### config.mk
export PLATFORM = sky130hd
export DESIGN_NAME = strobe_pwm
export DESIGN_NICKNAME = d
export VERILOG_FILES = /design/src/rtl/strobe_pwm.sv
export SDC_FILE = /design/constraint.sdc
export NUM_CORES = 1
export LEC_CHECK = 0
export ABC_AREA = 1
export BUFFER_PORTS_ARGS = -buffer_cell sky130_fd_sc_hd__clkbuf_2
export CAP_MARGIN = 20
export CORE_MARGIN = 3
export CORE_UTILIZATION = 35
export CTS_CLUSTER_DIAMETER = 120
export DETAILED_ROUTE_END_ITERATION = 6
export PLACE_DENSITY_LB_ADDON = 0.2
export SLEW_MARGIN = 0
export SYNTH_ARGS = -nofsm -noshare
export SYNTH_HDL_FRONTEND = slang
export SYNTH_SLANG_ARGS = --single-unit
### constraint.sdc
create_clock -name clk -period 9.2 [get_ports clk]
set_input_delay 0.46 -clock clk [delete_from_list [all_inputs] [get_ports clk]]
set_output_delay 0.46 -clock clk [all_outputs]
set_load 0.05 [all_outputs]
### src/rtl/strobe_pwm.sv
// strobe_pwm: tick-driven PWM generator with double-buffered configuration.
//
// Counts `tick` pulses (typically the single-cycle strobe of an upstream
// prescaler) into a programmable period and drives a duty-cycled output.
// New period/duty values written while running are parked in a shadow set
// and only take effect at the next period wrap.
//
// Optional feature macro: STROBE_PWM_DEADTIME_EN
//   When defined, adds cfg_dead / pwm_out_n and inserts dead time (counted
//   in ticks) between the complementary outputs.
//
// Ports:
//   clk, rst        clock; synchronous active-high reset
//   tick            time-base pulse, back-to-back pulses allowed
//   run             level request to generate PWM
//   cfg_valid       configuration offered
//   cfg_ready       configuration can be accepted (= no shadow pending)
//   cfg_period      ticks per period
//   cfg_duty        high ticks per period
//   cfg_dead        dead time in ticks (macro only)
//   pwm_out         PWM output, registered
//   pwm_out_n       complementary output, registered (macro only)
//   period_done     one-cycle pulse at each period wrap
//   state_dbg       current FSM state (0 idle, 1 run, 2 stopping)
//
// Configuration handshake: a transfer happens on a rising clk edge where
// cfg_valid && cfg_ready are both high; cfg_ready does not depend on
// cfg_valid, and the offered values must be held stable while cfg_valid is
// high without a transfer.
module strobe_pwm #(
  parameter int WIDTH      = 8,
  parameter int DEAD_WIDTH = 4
) (
  input  logic                  clk,
  input  logic                  rst,
  input  logic                  tick,
  input  logic                  run,
  input  logic                  cfg_valid,
  output logic                  cfg_ready,
  input  logic [WIDTH-1:0]      cfg_period,
  input  logic [WIDTH-1:0]      cfg_duty,
`ifdef STROBE_PWM_DEADTIME_EN
  input  logic [DEAD_WIDTH-1:0] cfg_dead,
  output logic                  pwm_out_n,
`endif
  output logic                  pwm_out,
  output logic                  period_done,
  output logic [1:0]            state_dbg
);

  if (WIDTH < 1 || DEAD_WIDTH < 1) begin : g_param_check
    $error("strobe_pwm: WIDTH and DEAD_WIDTH must be at least 1");
  end

  typedef enum logic [1:0] {
    S_IDLE = 2'd0,
    S_RUN  = 2'd1,
    S_STOP = 2'd2
  } state_t;

  localparam logic [WIDTH-1:0] ONE = 1;

  state_t           state_q, state_nx;
  logic [WIDTH-1:0] cnt_q, cnt_nx;
  logic [WIDTH-1:0] p_a_q, p_a_nx, d_a_q, d_a_nx;
  logic [WIDTH-1:0] p_s_q, p_s_nx, d_s_q, d_s_nx;
  logic             pending_q, pending_nx;
  logic             raw_q, raw_nx;
  logic             done_q, done_nx;

  logic running, xfer, at_last, wrap, apply_shadow;

  assign cfg_ready    = !pending_q;
  assign xfer         = cfg_valid && cfg_ready;
  assign running      = (state_q != S_IDLE);
  // Guarding on p_a_q != 0 keeps p_a_q-1 from wrapping around.
  assign at_last      = (p_a_q != '0) && (cnt_q == p_a_q - ONE);
  assign wrap         = running && tick && at_last;
  assign apply_shadow = wrap && pending_q;

  assign period_done  = done_q;
  assign state_dbg    = state_q;

  always_comb begin
    state_nx   = state_q;
    cnt_nx     = cnt_q;
    p_a_nx     = p_a_q;
    d_a_nx     = d_a_q;
    p_s_nx     = p_s_q;
    d_s_nx     = d_s_q;
    pending_nx = pending_q;
    raw_nx     = raw_q;
    done_nx    = 1'b0;
    case (state_q)
      S_IDLE: begin
        cnt_nx = '0;
        raw_nx = 1'b0;
        // In idle there is nothing to protect, so a transfer goes live at once.
        if (xfer) begin
          p_a_nx = cfg_period;
          d_a_nx = cfg_duty;
        end
        if (run && (p_a_nx != '0)) begin
          state_nx = S_RUN;
          raw_nx   = (d_a_nx != '0);
        end
      end
      default: begin
        if (xfer) begin
          p_s_nx     = cfg_period;
          d_s_nx     = cfg_duty;
          pending_nx = 1'b1;
        end
        if (tick) begin
          if (at_last) begin
            cnt_nx  = '0;
            done_nx = 1'b1;
            // pending_q (not pending_nx): a transfer on this same edge waits
            // for the following wrap.
            if (pending_q) begin
              p_a_nx     = p_s_q;
              d_a_nx     = d_s_q;
              pending_nx = 1'b0;
            end
          end else begin
            cnt_nx = cnt_q + ONE;
          end
          raw_nx = (cnt_nx < d_a_nx);
        end
        // A zero period arriving from the shadow, or a wrap while stopping,
        // returns to idle; period_done still pulses on that edge.
        if (wrap && ((p_a_nx == '0) || ((state_q == S_STOP) && !run))) begin
          state_nx = S_IDLE;
          cnt_nx   = '0;
          raw_nx   = 1'b0;
        end else if ((state_q == S_RUN) && !run) begin
          state_nx = S_STOP;
        end else if ((state_q == S_STOP) && run) begin
          state_nx = S_RUN;
        end
      end
    endcase
  end

  always_ff @(posedge clk) begin
    if (rst) begin
      state_q   <= S_IDLE;
      cnt_q     <= '0;
      p_a_q     <= '0;
      d_a_q     <= '0;
      p_s_q     <= '0;
      d_s_q     <= '0;
      pending_q <= 1'b0;
      raw_q     <= 1'b0;
      done_q    <= 1'b0;
    end else begin
      state_q   <= state_nx;
      cnt_q     <= cnt_nx;
      p_a_q     <= p_a_nx;
      d_a_q     <= d_a_nx;
      p_s_q     <= p_s_nx;
      d_s_q     <= d_s_nx;
      pending_q <= pending_nx;
      raw_q     <= raw_nx;
      done_q    <= done_nx;
    end
  end

`ifdef STROBE_PWM_DEADTIME_EN
  localparam logic [DEAD_WIDTH-1:0] D_ONE = 1;

  logic [DEAD_WIDTH-1:0] dead_a_q, dead_a_nx, dead_s_q, dead_s_nx;
  logic [DEAD_WIDTH-1:0] dcnt_q, dcnt_nx;
  logic                  out_q, out_nx, out_n_q, out_n_nx;
  logic                  start_run;

  // Entering RUN counts as a raw edge so the low-side output also gets its
  // dead time when the first raw level is 0.
  assign start_run = (state_q == S_IDLE) && (state_nx == S_RUN);

  always_comb begin
    dead_a_nx = dead_a_q;
    dead_s_nx = dead_s_q;
    dcnt_nx   = dcnt_q;
    out_nx    = out_q;
    out_n_nx  = out_n_q;
    if (!running && xfer) dead_a_nx = cfg_dead;
    if (running && xfer)  dead_s_nx = cfg_dead;
    if (apply_shadow)     dead_a_nx = dead_s_q;

    if (state_nx == S_IDLE) begin
      out_nx   = 1'b0;
      out_n_nx = 1'b0;
      dcnt_nx  = '0;
    end else if (start_run || (raw_nx != raw_q)) begin
      if (dead_a_nx == '0) begin
        out_nx   = raw_nx;
        out_n_nx = !raw_nx;
        dcnt_nx  = '0;
      end else begin
        out_nx   = 1'b0;
        out_n_nx = 1'b0;
        dcnt_nx  = dead_a_nx;
      end
    end else if (tick && (dcnt_q != '0)) begin
      dcnt_nx = dcnt_q - D_ONE;
      if (dcnt_q == D_ONE) begin
        out_nx   = raw_nx;
        out_n_nx = !raw_nx;
      end
    end
  end

  always_ff @(posedge clk) begin
    if (rst) begin
      dead_a_q <= '0;
      dead_s_q <= '0;
      dcnt_q   <= '0;
      out_q    <= 1'b0;
      out_n_q  <= 1'b0;
    end else begin
      dead_a_q <= dead_a_nx;
      dead_s_q <= dead_s_nx;
      dcnt_q   <= dcnt_nx;
      out_q    <= out_nx;
      out_n_q  <= out_n_nx;
    end
  end

  assign pwm_out   = out_q;
  assign pwm_out_n = out_n_q;
`else
  assign pwm_out = raw_q;
`endif

endmodule
# Word level (Yosys, flattened, before mapping)
# Cells that the tools add are included.
[classes]
mux = 32
n_bitwise = 2
n_lt_le_gt_ge = 1
reduce_logical = 25
n_addsub = 2
eq_ne = 4
[ops]
columns = ["cell", "count"]
rows = [
  ["8-bit two-way mux", 18],
  ["8-bit nonzero test", 3],
  ["2-bit two-way mux", 5],
  ["1-bit logical AND", 9],
  ["1-bit two-way mux", 9],
  ["8-bit by 1-bit adder with 8-bit output, second input constant", 1],
  ["8-bit == test", 1],
  ["8-bit logical NOT", 1],
  ["8-bit less-than comparator", 1],
  ["8-bit by 1-bit subtractor with 8-bit output, second input constant", 1],
  ["3-bit OR reduction", 2],
  ["2-bit AND reduction", 2],
  ["2-bit nonzero test", 2],
  ["4-bit nonzero test", 1],
  ["3-bit nonzero test", 1],
  ["2-bit by 1-bit == test with 1-bit output, second input constant", 1],
  ["2-bit == test, second input constant", 1],
  ["1-bit logical NOT", 2],
  ["2-bit logical NOT", 1],
  ["2-bit inequality test, second input constant", 1],
  ["1-bit NOT", 2],
  ["1-bit logical OR", 1],
]
[totals]
register_bits = 45
elab_cells = 75
output_inout_bits = 5

# Depth between registers and ports, before layout
[logic_depth]
word_depth = 11
mapped_depth = 23

# Worst setup path after synthesis
# OpenSTA, ideal clock, no wires.
[synth_timing]
path_type = "register -> register"
startpoint = "reg p_a_q[0]"
endpoint = "reg raw_q (netlist: pwm_out)"
n_path_buf = 1
required_ns = 9.130
arrival_ns = 2.934
slack_ns = 6.196
stages_incl_launch_ff = 23
synth_period_minus_slack_ns = 3.004
path_cell_list = "dfxtp_1 inv_2 ha_1 inv_1 nand2_1 nand2_1 nor2_1 nand2_1 nor2_2 nand3_2 nor2_4 nand2_4 nor2_8 buf_4 nand2_1 o21ai_0 ha_1 nand2_1 nor2_1 a221o_1 a311oi_1 nand3_1 a21oi_1"
[synth_between]
elab_chain_cells = 11
elab_cells_between_ends = 28
classes_between = "1 x add/sub; 1 x order compare; 1 x eq/ne; 16 x mux; 9 x reduce/logical"
[synth_rtl]
columns = ["element", "line_no", "source"]
rows = [
  ["start, declared", "65", "logic [WIDTH-1:0] p_a_q, p_a_nx, d_a_q, d_a_nx;"],
  ["start signal, assigned", "159", "p_a_q <= p_a_nx;"],
  ["branches (longest 11 deep; another with 8-bit by 1-bit subtractor with 8-bit output)", "--", ""],
  ["end signal, assigned", "164", "raw_q <= raw_nx;"],
  ["end, declared", "68", "logic raw_q, raw_nx;"],
]
# Several ways; the timed one is not identified. The select of a mux whose other input is x is not followed.
# A chain may end at the register's enable or synchronous reset.

# Worst setup path after layout
# Ends and elaborated chain as after synthesis.

==> flow_metrics.env <==
export IMPL_grt_overflow=0
export IMPL_nets=530
export IMPL_tightest_slew_ns=0.951
export IMPL_fp_dieW_um=99.9
export IMPL_cts_hold_fix_buffers=0
export IMPL_cp_cell_sequence="inv_2, ha_1, inv_1, nand2_1, nand2_1, nor2_1, nand2_1, nor2_2, nand3_2, nor2_4, nand2_4, nor2_8, nand2_1, o21ai_0, ha_1, nand2_1, nor2_1, a221o_1, a311oi_1, nand3_1, a21oi_1"
export IMPL_ys_warn_count=0
export IMPL_cp_slowest_cell="dfxtp_1"
export IMPL_die_height_um=99.9
export IMPL_wl_per_cell_um=13.6
export IMPL_rows=33
export IMPL_synthMostInstantiatedCell="nand2_1"
export IMPL_start_util_pct=36.8
export IMPL_syn_to_final_growth_pct=8.59
export IMPL_htree_levels=2
export IMPL_postCtsSetupRepairBufs=0
export IMPL_dp_hpwl_um=6300
export IMPL_ys_flop_type="dfxtp_1"
export IMPL_rsz0062_at_grt="false"
export IMPL_avgSynthCellArea_um2=6.39
export IMPL_total_power_mw=0.509
export IMPL_drc=0
export IMPL_grt_pass1_wl_um=14100
export IMPL_fin_skew_ns=0.00829
export IMPL_hold_path_class="in2reg"
export IMPL_final_layout_size_suffix_gt1_share_pct=13.0
export IMPL_coreArea_um2=8380
export IMPL_cts_sinks=45
export IMPL_p_leak_nw=1.56
export IMPL_clock_path_buffers=2
export IMPL_crit_top_cell="nand2_1"
export IMPL_fin_tns_setup_ns=0
export IMPL_cts_clk_slew_worst_paths_ns=0.09
export IMPL_stdcell_count=605
export IMPL_drv_cap=0
export IMPL_post_place_cells=597
export IMPL_final_hold_viol_count=0
export IMPL_power_density_nw_per_um2=152
export IMPL_synth_seq_cells=45
export IMPL_crit_required_ns=9.43
export IMPL_synth_nets=514
export IMPL_vias=3077
export IMPL_async_flop_share_pct=0
export IMPL_relSlewSlack_pct=36.5
export IMPL_tritoncts="done"
export IMPL_cpPeakStageDelay_ns=0.38
export IMPL_fin_crit_ns=3.40
export IMPL_cp_end_kind="flop"
export IMPL_design_die_area_um2=9980
export IMPL_setup_violations=0
export IMPL_synth_area_leaders="dfxtp_1 29%, nand2_1 18%, inv_1 7.8%"
export IMPL_ios=26
export IMPL_syn_cell_area_um2=3090
export IMPL_gp_congestion=0.802
export IMPL_timing_hold_ws_ns=0.451
export IMPL_arrival_ns=3.64
export IMPL_timing_critical_path_fanout_max=15
export IMPL_fin_crit_sh_pct=37.0
export IMPL_ir_worst_vdd_mv=0.0837
export IMPL_start_kind="flop"
export IMPL_clk_latency_ns=0.30
export IMPL_portBuffers=25
export IMPL_status="finished clean"
export IMPL_worstSetupPathType="reg2reg"
export IMPL_synthCells=483
export IMPL_final_area_um2=3350
export IMPL_drt_total_wl_um=8240
export IMPL_antenna_found_initial=0
export IMPL_fmax_mhz=294
export IMPL_diodes=0
export IMPL_drv_slew=0
export IMPL_synth_cell_type_count=37
export IMPL_synth_area_leader_cell="dfxtp_1"
export IMPL_cts_resized=0
export IMPL_grt_use_total_pct=17.3
export IMPL_yosys_area_top_type_share_pct=29.2
export IMPL_drt_initial_drc_count=173
export IMPL_drtAntennaViolNets=0
export IMPL_place_area_um2=3270
export IMPL_grt_pass1_vias=2957
export IMPL_synth_common_cells="144 x nand2_1, 64 x inv_1, 45 x dfxtp_1"
export IMPL_yosysSeqAreaShare_pct=29.2
export IMPL_root_buffer="clkbuf_8"
export IMPL_numCtsBuffers=5
export IMPL_drtPass1Iterations=5
export IMPL_grt_max_degree=34
export IMPL_vias_per_cell=5.09
export IMPL_hold_depth=3
export IMPL_r2r_cells=21
export IMPL_synth_edf_count=0
stage by stage:
step	utilization, %	worst slack (ns)
after floorplan	-	6.20
after global placement	39.0	5.92
after detailed placement	39.0	5.84
after CTS	40.0	5.81
after global routing	40.0	5.50
final	40.0	5.80
where the power goes:
part,total [mW],internal [mW],switching (mW)
Combinational,0.166,0.0528,0.113
Clock,0.123,0.0528,0.0698
Sequential,0.220,0.210,0.00993
final timing paths:
| path | startpoint | endpoint | slack [ns] |
|---|---|---|---|
| min reg2reg | d_s_q[0] | d_s_q[0] | 0.46 |
| max reg2reg | p_a_q[0] | pwm_out | 5.80 |
| max | p_a_q[0] | pwm_out | 5.80 |
| min | cfg_duty[3] | d_s_q[3] | 0.45 |
cell type report:
cell class	count	area (µm²)
inverters	68	255
well taps	105	131
repair buffers	26	133
fillers	900	5030
multi-input cells	353	1850
clock inverters	2	10.0
clock buffers	6	72.6
flip-flops and latches	45	901
metal layers:
metal / up-vias / global-route usage (%) / wire, µm
met2: 80 / 27.3 / 3670
met3: 10 / 2.15 / 409
li1: 1612 / - / -
met1: 1375 / 24.2 / 4060
met5: - / 0 / 0
met4: 0 / 6.09 / 102
cells by family after synthesis:
kind of cell | Yosys count | share of synthesized area [%]
AOI/OAI and AO/OA | 102 | 19.7
adders and majority gates | 10 | 4.05
and+or+nand+nor | 237 | 35.0
xor gates and xnor gates | 3 | 0.851
buffers and inverters | 85 | 10.9
muxes | 1 | 0.365
DFF | 45 | 29.2
worst max-delay path, delay by kind of cell, from the launching register on:
kind | cells | cell delay (ns)
compound gates | 4 | 0.79
fa+ha+maj | 2 | 0.64
flops | 1 | 0.38
simple gates | 13 | 1.40
buf+inv | 2 | 0.13
placed cells by master, fill, tap and decap left out, types with 2 or more instances in the layout:
cell type,synthesis,routed
nand3_1,23,23
inv_1,64,64
a21oi_1,30,30
nand2_4,2,2
a21oi_2,8,8
clkbuf_8,0,5
clkinv_1,2,2
o21ai_0,42,42
nand3_2,3,3
a31oi_1,2,2
ha_1,10,10
xor2_1,2,2
inv_2,2,2
a2bb2oi_1,6,6
dfxtp_1,45,45
nor4_1,5,5
nand2_1,144,144
nand4_1,9,9
nor3_1,6,6
nor2_2,7,7
clkinv_2,0,2
nand2_2,4,4
clkbuf_2,0,25
nor2_1,29,29
o211ai_1,10,10
state kept, by name, indices dropped and copies added, names as in the netlist:
name / flops
cnt_q: 8
d_a_q: 8
d_s_q: 8
p_a_q: 8
p_s_q: 8
pending_q: 1
period_done: 1
pwm_out: 1
state_dbg: 2
Power figures use the tool's default switching activity.
